File: config.mk
export PLATFORM = sky130hd
export DESIGN_NAME = qubit_measure_sift
export DESIGN_NICKNAME = d
export VERILOG_FILES = /design/src/rtl/qkd_pkg.sv /design/src/rtl/qkd_lfsr16.sv /design/src/rtl/qubit_measure_sift.sv
export SDC_FILE = /design/constraint.sdc
export NUM_CORES = 1
export LEC_CHECK = 0
export CORE_MARGIN = 8
export CORE_UTILIZATION = 47
export CTS_BUF_LIST = sky130_fd_sc_hd__clkbuf_8 sky130_fd_sc_hd__clkbuf_16
export DETAILED_ROUTE_END_ITERATION = 12
export PLACE_DENSITY = 0.89
export SLEW_MARGIN = 20
export SYNTH_ARGS = -nofsm -noshare
export SYNTH_HDL_FRONTEND = slang
export SYNTH_SLANG_ARGS = --single-unit
File: constraint.sdc
create_clock -name clk -period 3.05 [get_ports clk]
set_input_delay 0.4575 -clock clk [delete_from_list [all_inputs] [get_ports clk]]
set_output_delay 0.4575 -clock clk [all_outputs]
set_load 0.03 [all_outputs]
File: src/rtl/qkd_pkg.sv
// Shared QKD definitions: polarization codes, sifter FSM states, and the LFSR taps and default seed.
package qkd_pkg;

  localparam int unsigned LFSR_W = 16;

  // Polarization codes {basis, value}; the encoder uses the same codes.
  localparam logic [1:0] ZERO         = 2'b00;
  localparam logic [1:0] NINETY       = 2'b01;
  localparam logic [1:0] FORTYFIVE    = 2'b10;
  localparam logic [1:0] ONETHREEFIVE = 2'b11;

  // x^16+x^14+x^13+x^11+1, right-shifting Fibonacci form: feedback = s[0]^s[2]^s[3]^s[5].
  localparam logic [LFSR_W-1:0] LFSR_TAPS         = 16'h002D;
  localparam logic [LFSR_W-1:0] LFSR_DEFAULT_SEED = 16'hACE1;

  typedef enum logic [1:0] {
    IDLE    = 2'd0,
    MEASURE = 2'd1,
    FLUSH   = 2'd2,
    DONE    = 2'd3
  } sift_state_t;

  // Measure one qubit in basis 'base'; a basis mismatch returns the random bit 'rnd'.
  function automatic logic pol_measure(input logic [1:0] code, input logic base, input logic rnd);
    logic pb;
    logic pv;
    pb = code[1];
    pv = code[0];
    case (code)
      ZERO:         begin pb = 1'b0; pv = 1'b0; end
      NINETY:       begin pb = 1'b0; pv = 1'b1; end
      FORTYFIVE:    begin pb = 1'b1; pv = 1'b0; end
      ONETHREEFIVE: begin pb = 1'b1; pv = 1'b1; end
    endcase
    return (base == pb) ? pv : rnd;
  endfunction

endpackage

File: src/rtl/qkd_lfsr16.sv
// 16-bit Fibonacci LFSR with advance enable and seed load; a zero seed is replaced by the default.
module qkd_lfsr16
  import qkd_pkg::*;
#(
  parameter logic [15:0] SEED = LFSR_DEFAULT_SEED
) (
  input  logic        clk,
  input  logic        rst_n,
  input  logic        i_en,
  input  logic        i_load,
  input  logic [15:0] i_seed,
  output logic [15:0] o_state
);

  localparam logic [LFSR_W-1:0] SEED_SAFE = (SEED == 16'h0000) ? LFSR_DEFAULT_SEED : SEED;

  logic [LFSR_W-1:0] r_state;
  logic              w_fb;

  assign w_fb    = ^(r_state & LFSR_TAPS);
  assign o_state = r_state;

  always_ff @(posedge clk or negedge rst_n) begin
    if (!rst_n) begin
      r_state <= SEED_SAFE;
    end else if (i_load) begin
      r_state <= (i_seed == 16'h0000) ? LFSR_DEFAULT_SEED : i_seed;
    end else if (i_en) begin
      r_state <= {w_fb, r_state[LFSR_W-1:1]};
    end
  end

endmodule

File: src/rtl/qubit_measure_sift.sv
// Bob-side qubit measurement and basis sifting with valid/ready streaming of sifted bits.
// Optional: define DISCARD_CNT_EN to add the discard_cnt output (count of basis-mismatch positions).
module qubit_measure_sift
  import qkd_pkg::*;
#(
  parameter int unsigned N         = 80,
  parameter logic [15:0] LFSR_SEED = 16'hACE1
) (
  input  logic                     clk,
  input  logic                     rst_n,
  input  logic                     start,
  input  logic [2*N-1:0]           qubit,
  input  logic [N-1:0]             bob_base,
  input  logic [N-1:0]             alice_base,
  output logic                     busy,
  output logic                     out_valid,
  output logic                     out_bit,
  input  logic                     out_ready,
  output logic [N-1:0]             meas_bits,
  output logic [N-1:0]             sift_key,
  output logic [$clog2(N+1)-1:0]   sift_len,
  output logic                     done
`ifdef DISCARD_CNT_EN
  ,
  output logic [$clog2(N+1)-1:0]   discard_cnt
`endif
);

  localparam int unsigned LEN_W = $clog2(N + 1);
  localparam int unsigned IDX_W = $clog2(N + 1);

  sift_state_t       r_state, w_state_nxt;
  logic [2*N-1:0]    r_q;
  logic [N-1:0]      r_bb, r_ab;
  logic [IDX_W-1:0]  r_idx;
  logic [N-1:0]      r_meas, r_key;
  logic [LEN_W-1:0]  r_len;
  logic              r_out_valid, r_out_bit, r_done, r_busy;
  logic              w_done_nxt, w_busy_nxt;
  logic              w_capture, w_hs, w_stall, w_proc, w_last, w_sift, w_meas;
  logic [1:0]        w_code;
  logic [IDX_W:0]    w_qbase;
  logic [15:0]       w_lfsr;

  assign w_capture = (r_state == IDLE) && start;
  assign w_hs      = r_out_valid && out_ready;
  assign w_stall   = r_out_valid && !out_ready;
  assign w_proc    = (r_state == MEASURE) && !w_stall;
  assign w_last    = (r_idx == IDX_W'(N - 1));
  assign w_qbase   = {r_idx, 1'b0};
  assign w_code    = r_q[w_qbase +: 2];
  assign w_sift    = (r_ab[r_idx] == r_bb[r_idx]);
  assign w_meas    = pol_measure(w_code, r_bb[r_idx], w_lfsr[0]);

  // Mismatch-outcome generator: advances only on processed positions.
  qkd_lfsr16 #(.SEED(LFSR_SEED)) u_lfsr (
    .clk     (clk),
    .rst_n   (rst_n),
    .i_en    (w_proc),
    .i_load  (1'b0),
    .i_seed  (LFSR_SEED),
    .o_state (w_lfsr)
  );

  always_ff @(posedge clk or negedge rst_n) begin
    if (!rst_n) begin
      r_state <= IDLE;
      r_done  <= 1'b0;
      r_busy  <= 1'b0;
    end else begin
      r_state <= w_state_nxt;
      r_done  <= w_done_nxt;
      r_busy  <= w_busy_nxt;
    end
  end

  always_comb begin
    w_state_nxt = r_state;
    w_done_nxt  = 1'b0;
    case (r_state)
      IDLE:    if (start) w_state_nxt = MEASURE;
      MEASURE: if (w_proc && w_last) w_state_nxt = FLUSH;
      FLUSH:   if (!r_out_valid || w_hs) w_state_nxt = DONE;
      DONE: begin
        w_state_nxt = IDLE;
        w_done_nxt  = 1'b1;
      end
      default: w_state_nxt = IDLE;
    endcase
    w_busy_nxt = (w_state_nxt != IDLE);
  end

  // Frame capture, per-position measurement/sifting and the output stream register.
  always_ff @(posedge clk or negedge rst_n) begin
    if (!rst_n) begin
      r_q         <= '0;
      r_bb        <= '0;
      r_ab        <= '0;
      r_idx       <= '0;
      r_meas      <= '0;
      r_key       <= '0;
      r_len       <= '0;
      r_out_valid <= 1'b0;
      r_out_bit   <= 1'b0;
    end else if (w_capture) begin
      r_q    <= qubit;
      r_bb   <= bob_base;
      r_ab   <= alice_base;
      r_idx  <= '0;
      r_meas <= '0;
      r_key  <= '0;
      r_len  <= '0;
    end else if (w_proc) begin
      r_meas[r_idx] <= w_meas;
      r_idx         <= r_idx + 1'b1;
      if (w_sift) begin
        r_key[r_len[IDX_W-1:0]] <= w_meas;
        r_len                   <= r_len + 1'b1;
        r_out_valid             <= 1'b1;
        r_out_bit               <= w_meas;
      end else begin
        r_out_valid <= 1'b0;
      end
    end else if (w_hs) begin
      r_out_valid <= 1'b0;
    end
  end

`ifdef DISCARD_CNT_EN
  logic [LEN_W-1:0] r_disc;

  always_ff @(posedge clk or negedge rst_n) begin
    if (!rst_n) begin
      r_disc <= '0;
    end else if (w_capture) begin
      r_disc <= '0;
    end else if (w_proc && !w_sift) begin
      r_disc <= r_disc + 1'b1;
    end
  end

  assign discard_cnt = r_disc;
`endif

  assign busy      = r_busy;
  assign out_valid = r_out_valid;
  assign out_bit   = r_out_bit;
  assign meas_bits = r_meas;
  assign sift_key  = r_key;
  assign sift_len  = r_len;
  assign done      = r_done;

endmodule

==> qor.txt <==
outcome = finished, violations left
failing checks = setup timing
I/O Buffers = 494
Tcrit/Tclk final = 1.21
final hold vios = 0
dpl hpwl = 63200 µm
drt first-iter violations = 3074
CP required = 3.54 ns
crit path DAT = 4.19 ns
first-pass GRT wire length = 141000 µm
reg2reg start = r_idx[0]
register bit count reported by yosys = 516
dpl cells = 3845
syn_nets = 3037
worst skew pair latency = 0.63 ns
Clk pin slew, worst setup/hold paths = 0.07 ns
initial antenna violation count = 21
DP Worst Slack = -0.524 ns
count of cell types in the netlist = 71
ys async rst share = 1.00
top_reg_cell synth = dfrtp_1
vias in the first global route = 24.2k
max incr delay on CP = 0.48 ns
setup ws final = -0.648 ns
fmax = 270 MHz
Lkg Pwr = 0.0154 µW
post-route minimum period = 3.70 ns
H-tree depth = 2
total track usage = 0.299
r2r setup slk = -0.65 ns
Worst VDD drop = 0.760 mV
PD cells = 967 nW/µm²
Routed WL per cell = 23.5 µm
Critical Path, Cell by Cell = buf_12 -> buf_12 -> and2_4 -> buf_6 -> a221o_1 -> a222oi_1 -> buf_4 -> o22a_1 -> o211ai_1 -> buf_4 -> xor2_4 -> mux2i_4 -> buf_12 -> buf_12 -> buf_8 -> o31ai_1
crit end category = flip-flop
Area Overhead vs Synth = 38.1%
FP Rows = 83
worst r2r path cells = 16
Crit. Startpoint = r_idx[0]
Slew Viols, Final = 0
filler-free cell count of the finished design = 3984
CP startpoint kind = flip-flop
io pins = 495
Worst-Margin Slew = 0.815 ns
FF-to-FF End = sift_key[71]
number of flops mapped to enable cells by yosys = 0
DRT Pass-1 Iters = 8
RSZ-0062 raised after global routing = true
syn_area_per_cell = 9.04 µm²
CP Capture Point = sift_key[71]
gr ovfl total = 0
residual DRC count = 0
clk_skew = 0.0261 ns
Worst Path Max Fanout = 8
via/cell ratio = 6.02
Post-Synthesis Cell Area = 24500 µm²
Num CTS Buffers = 54
via count = 24.0k
Post-Syn Instances = 2711
Max-cap violations = 0
Clock Tree Root = clkbuf_16
TritonCTS clock tree = done
RD Place Congestion = 0.904
largest net degree at the start of global routing = 161
critical path type = flip-flop to flip-flop
TNS Setup = -78.09 ns
Clock Sinks = 516
part of the Yosys area used for sequential elements = 0.527
warnings from Yosys = 0
Clock Tree Buf Depth = 3
core area = 51400 µm²
Initial Util = 0.477
Routed WL = 93600 µm
# nets final = 3572
HP Class = input pin to flip-flop
Top cell by count, worst path = buf_12
Final ANT Viol Nets = 0
die height = 244 µm
die area = 59700 µm²
Max transition margin = 0.455
# setup viols final = 169
chip width = 244 µm
worst hold path cell count = 3
layout cells sized above 1 = 0.135
CP max-delay cell = dfrtp_4
-- through the flow --
stage	instance area (µm²)	hold slack [ns]	total power [µW]	utilization
global route	33900	0.344	34100	0.659
floorplan	24600	0.162	17400	-
detailed placement	31200	0.447	23500	0.606
global placement	31200	0.442	23200	0.606
CTS	33500	0.326	31500	0.652
finish	33900	0.357	32700	0.659
-- cell usage in the layout, fill, tap and decap left out, types with 10 or more instances in the layout --
master,instances
a21oi_1,22
a221oi_1,18
a22o_1,38
buf_12,34
buf_4,156
buf_6,11
clkbuf_16,56
clkbuf_8,11
clkdlybuf4s50_1,493
dfrtp_1,505
diode_2,19
inv_1,20
mux2i_1,41
mux4_2,39
nand2_1,1181
nand3_1,27
nor2_1,76
nor3_1,12
o21ai_0,84
o22ai_1,29
o2bb2ai_1,26
o311ai_0,15
o311ai_1,47
o311ai_2,16
o31a_1,22
o31ai_1,59
o31ai_2,34
xnor2_1,10
-- how the worst min path moves through the flow --
| stage | startpoint | endpoint | slack (ns) |
|---|---|---|---|
| 2_1_floorplan | rst_n | busy | 0.16 |
| 3_3_place_gp | u_lfsr.o_state[6] | u_lfsr.o_state[5] | 0.44 |
| 3_5_place_dp | u_lfsr.o_state[11] | u_lfsr.o_state[10] | 0.45 |
| 4_1_cts | qubit[67] | r_q[67] | 0.33 |
| 5_1_grt | qubit[57] | r_q[57] | 0.34 |
| 6_report | alice_base[74] | r_ab[74] | 0.36 |
-- state kept, by name, indices dropped and copies added, names as in the netlist, 2 cells and up --
name            cells
r_ab               80
r_state             2
meas_bits          80
r_q               160
sift_len            7
sift_key           80
r_bb               80
u_lfsr.o_state     16
r_idx               7
-- metal layers --
metal | GRT usage | up-vias | wire length, µm
met3 | 0.0651 | 394 | 8120
met2 | 0.479 | 1516 | 44100
met5 | 0 | - | 34
met1 | 0.368 | 11700 | 34800
met4 | 0.185 | 6 | 6520
li1 | - | 10400 | -
-- final cells by class --
type                       count  area (µm²)
clock inverter                30         297
antenna                       19        47.5
multi-input combinational   1962       11200
fill                        3667       17500
tap                          680         851
inverter                      11        41.3
timing repair buffer         701        7030
clock buffer                  65        1500
sequential                   516       12900
-- power by group --
part	internal, µW	switching [µW]	total [µW]
sequential	8530	1230	9750
combinational	6590	9670	16300
clock	3840	2880	6720
-- synthesized netlist by cell type, types with 29 or more instances --
library cell,n,share of area
nand2_1,1183,0.18
buf_2,32,0.0065
o21ai_0,85,0.017
nand3_1,29,0.0059
nor2_1,76,0.012
dfrtp_1,508,0.52
clkbuf_1,166,0.025
mux4_2,39,0.036
mux2i_1,41,0.017
o311ai_0,73,0.026
a22o_1,38,0.014
o31ai_1,100,0.031
o22ai_1,29,0.0074
-- kinds of logic after synthesis --
kind of cell,after synthesis,synth area share
XOR/XNOR,13,0.00464
AND/OR/NAND/NOR,1370,0.221
buffers and inverters,233,0.0417
AO/OA/AOI/OAI,485,0.147
adder cells (fa/ha/maj),2,0.00102
multiplexers,92,0.0583
flip-flops,516,0.527
-- repair_timing --
| item | in CTS | in global routing |
|---|---|---|
| endpoints found under the setup margin | 169 | 169 |
| pin swaps | 13 | 5 |
| hold buffers | 1 | 0 |
| cloned | 1 | 2 |
| hold endpoints to repair | 62 | 0 |
| setup buffers | 14 | 7 |
| resized for setup | 123 | 41 |
-- worst max-delay path, delay by kind of cell (launching register included) --
kind / cells / cell delay [ns]
mux: 1 / 0.20
buf+inv: 8 / 1.18
simple gates: 1 / 0.13
compound gates: 5 / 1.36
flops: 1 / 0.48
xor+xnor: 1 / 0.20
No activity file was read; power rests on OpenSTA's default activity.
